===== src/rtl/reg_share_arbiter.sv =====
// Round-robin arbiter that lets N_REQ clients take turns writing one shared WIDTH-bit register.
// Each won grant loads the owner's data and returns a one-cycle acknowledge.
module reg_share_arbiter #(
    parameter int N_REQ = 4,
    parameter int WIDTH = 8,
    parameter int OWN_W = $clog2(N_REQ)
) (
    input  logic                   clk,
    input  logic                   reset_n,
    input  logic [N_REQ-1:0]       req,
    input  logic [N_REQ*WIDTH-1:0] wdata,
    output logic [N_REQ-1:0]       gnt,
    output logic [N_REQ-1:0]       ack,
    output logic [WIDTH-1:0]       q,
    output logic                   q_valid,
    output logic [OWN_W-1:0]       owner,
    output logic                   busy
);

    typedef enum logic [1:0] {
        ST_IDLE  = 2'd0,
        ST_GRANT = 2'd1,
        ST_ACK   = 2'd2
    } state_t;

    // First set request bit at or after position p, wrapping modulo N_REQ.
    function automatic logic [OWN_W-1:0] rr_pick(input logic [N_REQ-1:0] r,
                                                 input logic [OWN_W-1:0] p);
        logic [OWN_W-1:0] pick;
        logic [OWN_W:0]   sum;
        logic [OWN_W-1:0] idx;
        pick = p;
        // Scan downward so the position closest to p is the last (winning) assignment.
        for (int k = N_REQ - 1; k >= 0; k--) begin
            sum  = {1'b0, p} + (OWN_W + 1)'(k);
            idx  = (sum >= (OWN_W + 1)'(N_REQ)) ? OWN_W'(sum - (OWN_W + 1)'(N_REQ))
                                                 : OWN_W'(sum);
            pick = r[idx] ? idx : pick;
        end
        return pick;
    endfunction

    function automatic logic [N_REQ-1:0] onehot(input logic [OWN_W-1:0] i);
        logic [N_REQ-1:0] oh;
        oh    = {N_REQ{1'b0}};
        oh[i] = 1'b1;
        return oh;
    endfunction

    state_t             state_r;
    logic [OWN_W-1:0]   ptr_r;
    logic [OWN_W-1:0]   owner_r;
    logic [N_REQ-1:0]   gnt_r;
    logic [N_REQ-1:0]   ack_r;
    logic [WIDTH-1:0]   q_r;
    logic               q_valid_r;
    logic               busy_r;

    logic [OWN_W-1:0]   win_s;
    logic               any_req_s;
    logic               owner_req_s;
    logic [WIDTH-1:0]   owner_data_s;
    logic [OWN_W-1:0]   ptr_next_s;

    // Arbitration decode and owner data selection; feeds registers only.
    always_comb begin
        win_s        = rr_pick(req, ptr_r);
        any_req_s    = |req;
        owner_req_s  = req[owner_r];
        owner_data_s = wdata[int'(owner_r) * WIDTH +: WIDTH];
        ptr_next_s   = (owner_r == OWN_W'(N_REQ - 1)) ? {OWN_W{1'b0}}
                                                      : owner_r + OWN_W'(32'd1);
    end

    // Sequencer FSM with all outputs registered.
    always_ff @(posedge clk or negedge reset_n) begin
        if (!reset_n) begin
            state_r   <= ST_IDLE;
            ptr_r     <= {OWN_W{1'b0}};
            owner_r   <= {OWN_W{1'b0}};
            gnt_r     <= {N_REQ{1'b0}};
            ack_r     <= {N_REQ{1'b0}};
            q_r       <= {WIDTH{1'b0}};
            q_valid_r <= 1'b0;
            busy_r    <= 1'b0;
        end else begin
            case (state_r)
                ST_IDLE: begin
                    ack_r <= {N_REQ{1'b0}};
                    if (any_req_s) begin
                        owner_r <= win_s;
                        gnt_r   <= onehot(win_s);
                        busy_r  <= 1'b1;
                        state_r <= ST_GRANT;
                    end else begin
                        gnt_r   <= {N_REQ{1'b0}};
                        busy_r  <= 1'b0;
                        state_r <= ST_IDLE;
                    end
                end
                ST_GRANT: begin
                    gnt_r <= {N_REQ{1'b0}};
                    if (owner_req_s) begin
                        q_r       <= owner_data_s;
                        q_valid_r <= 1'b1;
                        ack_r     <= onehot(owner_r);
                        state_r   <= ST_ACK;
                    end else begin
                        // Withdrawn request: no load and the pointer stays put.
                        ack_r   <= {N_REQ{1'b0}};
                        busy_r  <= 1'b0;
                        state_r <= ST_IDLE;
                    end
                end
                ST_ACK: begin
                    gnt_r   <= {N_REQ{1'b0}};
                    ack_r   <= {N_REQ{1'b0}};
                    busy_r  <= 1'b0;
                    ptr_r   <= ptr_next_s;
                    state_r <= ST_IDLE;
                end
                default: begin
                    gnt_r   <= {N_REQ{1'b0}};
                    ack_r   <= {N_REQ{1'b0}};
                    busy_r  <= 1'b0;
                    state_r <= ST_IDLE;
                end
            endcase
        end
    end

    assign gnt     = gnt_r;
    assign ack     = ack_r;
    assign q       = q_r;
    assign q_valid = q_valid_r;
    assign owner   = owner_r;
    assign busy    = busy_r;

endmodule


===== config.mk =====
export PLATFORM = sky130hd
export DESIGN_NAME = reg_share_arbiter
export DESIGN_NICKNAME = d
export VERILOG_FILES = /design/src/rtl/reg_share_arbiter.sv
export SDC_FILE = /design/constraint.sdc
export NUM_CORES = 1
export LEC_CHECK = 0
export ABC_AREA = 1
export BUFFER_PORTS_ARGS = -buffer_cell sky130_fd_sc_hd__buf_2
export CAP_MARGIN = 40
export CORE_MARGIN = 5
export CORE_UTILIZATION = 25
export DETAILED_ROUTE_END_ITERATION = 10
export PLACE_DENSITY_LB_ADDON = 0.25
export SYNTH_ARGS = -nofsm -noshare
export SYNTH_HDL_FRONTEND = slang
export SYNTH_SLANG_ARGS = --single-unit

===== constraint.sdc =====
create_clock -name clk -period 3.8 [get_ports clk]
set_clock_uncertainty 0.15 [all_clocks]
set_input_delay 0 -clock clk [delete_from_list [all_inputs] [get_ports clk]]
set_output_delay 0 -clock clk [all_outputs]
set_load 0.01 [all_outputs]

==> results.md <==
* GR Util All Layers at 0.114
* DP HPWL at 3.08 mm
* Gpl congestion at 0.755
* Setup TNS at 0 ns
* Gr ovfl total at 0
* CP arrival at 2.75 ns
* Max-slew violation count at 0
* Logic pwr share at 0.546
* Num CTS Buffers at 3
* P_sw at 0.664 mW
* Post-synth net total at 239
* Synth top area share at 0.420
* Clk pin slew, worst setup/hold paths at 0.08 ns
* Antenna violations before repair at 0
* Yosys cell types at 24
* WL final at 3.86 mm
* Die ar. at 7340 um2
* Largest area contributor in the netlist: dfrtp_1
* Synthesized area per cell at 7.27 um2
* Outcome: completed
* I/O Buffers at 57
* Filler instances at 623
* WS Path Type: flop to flop
* Clock Path Buffers at 2
* Cell count after synthesis at 197
* Layout area overhead at 29.8%
* Setup WS post-layout at 1.06 ns
* Max H-tree Level at 1
* Final setup vio count at 0
* Tmin final at 2.74 ns
* ANT nets after route at 0
* Tot Pwr at 1.39 mW
* Synthesized area at 1430 um2
* Die extent in x at 85.7 um
* Drt first pass iters at 4
* Initial DRC count at 70
* Sequential power share at 0.335
* Largest net degree at the start of global routing at 25
* Clock Power Share at 0.119
* Post-route clock period utilization at 0.721
* Clk sinks at 24
* Achievable Freq at 0.365 GHz
* Pleak at 1.02 nW
* Antenna Diode Count at 0
* Sw frac at 0.476
* Row count at 27
* Core area at 5540 um2
* Final Net Count at 298
* Die height at 85.7 um
* Hold Crit Class: primary input to flop
* I/O pin cnt at 58
* Element type at the critical path end: flop
* Global-route wire length before repair at 6.80 mm
* CTS tree: built
* Slew margin rel. at 0.560
* Synth warn at 0
* Initial Util at 0.258
* Peak VDD IR at 0.253 mV
* Internal power at 0.730 mW
* Setup repair bufs after CTS at 0
* Post-synthesis sequential area ratio at 0.420
* Root buffer cell: clkbuf_8
* Data required, critical path at 3.81 ns
* Clk Latency, worst-skew pair at 0.26 ns
* RSZ-0062 raised after global routing: false
* Synth top area cells: dfrtp_1, nand2_1, o21ai_0
* Wirelength per Cell at 11.8 um
* Layout cell share with drive strength beyond 1 at 0.322
* Setup crit start kind: flop
* Vias per inst at 4.26
* Power per cell area at 750 nW/um2
* Post-route DRC at 0
* Critical Path Fanout Max at 23
* Worst slew pin tran at 0.660 ns
* Via count at 1394
* Max Cap Viol at 0
* Register bit count reported by yosys at 24
* Vias in the first global route at 1483
* DP Worst Slack at 1.06 ns
* Hold Fails Final Rpt at 0
## power groups by stage
stage / Combinational, mW / Clock, mW / Sequential, mW
final: 0.761 / 0.166 / 0.467
after global routing: 0.891 / 0.181 / 0.489
after CTS: 0.772 / 0.173 / 0.472
after detailed placement: 0.768 / 0 / 0.476
after global placement: 0.759 / 0 / 0.478
after floorplan: 0.583 / 0 / 0.454
## area by class of cell
cell class | count | area [um2] | area share
tap | 72 | 90.1 | 0.0485
sequential | 24 | 601 | 0.323
clock buffer | 4 | 55.1 | 0.0296
inverter | 19 | 71.3 | 0.0384
timing repair buffer | 62 | 335 | 0.180
multi-input combinational | 146 | 706 | 0.380
## metrics by stage
step	utilization	area, um2	cells	hold slack (ns)
after floorplan	-	1430	197	-0.446
after global placement	0.316	1750	318	-0.133
after detailed placement	0.316	1750	318	-0.138
after CTS	0.335	1860	327	0.00228
after global routing	0.335	1860	327	0.0395
final	0.335	1860	327	0.00341
## synthesized netlist by cell type
cell       n
o21ai_2    1
o21ai_1    2
or2_1      1
o21ai_0   19
and2_4     1
nand3_2    1
buf_4      1
o22ai_1    8
nor2_1    25
nand3_1    9
dfrtp_1   24
buf_2      4
ha_1       4
o31ai_1    1
o21a_1     1
buf_6      2
inv_1     13
a21oi_1    5
clkbuf_1   1
inv_2      6
nor2_2     1
nand4_1    1
nand2_1   55
nand2_2   11
## state kept, by name (all words and copies together), names as in the netlist
signal	count
gnt	4
q_valid	1
ack	4
busy	1
ptr_r	2
state_r	2
q	8
owner	2
## layout by cell type, fill, tap and decap left out, drive strengths merged, types with 4 or more instances in the layout
cell type	Yosys	routed
nand2	66	66
buf	7	57
nor2	26	26
dfrtp	24	24
o21ai	22	22
inv	19	19
nand3	10	10
o22ai	8	8
a21oi	5	5
dlygate4sd3	0	5
ha	4	4
clkbuf	1	4
## cell families after synthesis
kind of cell               after synthesis  synth area share
adders and majority gates                4            0.0350
buffers and inverters                   27            0.0874
and+or+nand+nor                        105             0.316
DFF                                     24             0.420
AOI/OAI and AO/OA                       37             0.142
## worst max-delay path: stages, from the launching register on
cell     delay [ns]
dfrtp_1        0.77
inv_1          0.47
a21oi_1        0.24
o21ai_1        0.08
o21ai_1        0.09
nand2_1        0.08
nor2_2         0.39
inv_2          0.21
nand2_1        0.11
nand2_1        0.05
## repair_timing
action	4_1_cts	5_1_grt
endpoints found under the hold margin	28	0
hold buffers	5	0
gates resized for setup	0	0
## metal layers
metal	wire length [um]	vias up	GRT usage
met5	0	-	0
li1	-	748	-
met3	134	4	0.0202
met4	59	0	0.0388
met1	1860	617	0.151
met2	1810	25	0.186
## path summary, 6_finish.rpt
path | startpoint | endpoint | slack [ns] | depth (start not counted)
worst max-delay path | owner[0]$_DFFE_PN0P_ | q[0]$_DFFE_PN0P_ | 1.06 | 9
worst min-delay path | wdata[11] | q[3]$_DFFE_PN0P_ | 0.003 | 5
worst max register to register | owner[0]$_DFFE_PN0P_ | q[0]$_DFFE_PN0P_ | 1.06 | 9
worst min register to register | q[6]$_DFFE_PN0P_ | q[6]$_DFFE_PN0P_ | 0.32 | 2
max in group asynchronous | reset_n | q_valid$_DFFE_PN0P_ | 3.04 | 2
min in group asynchronous | reset_n | q[3]$_DFFE_PN0P_ | 0.09 | 2
Power figures use the tool's default switching activity.
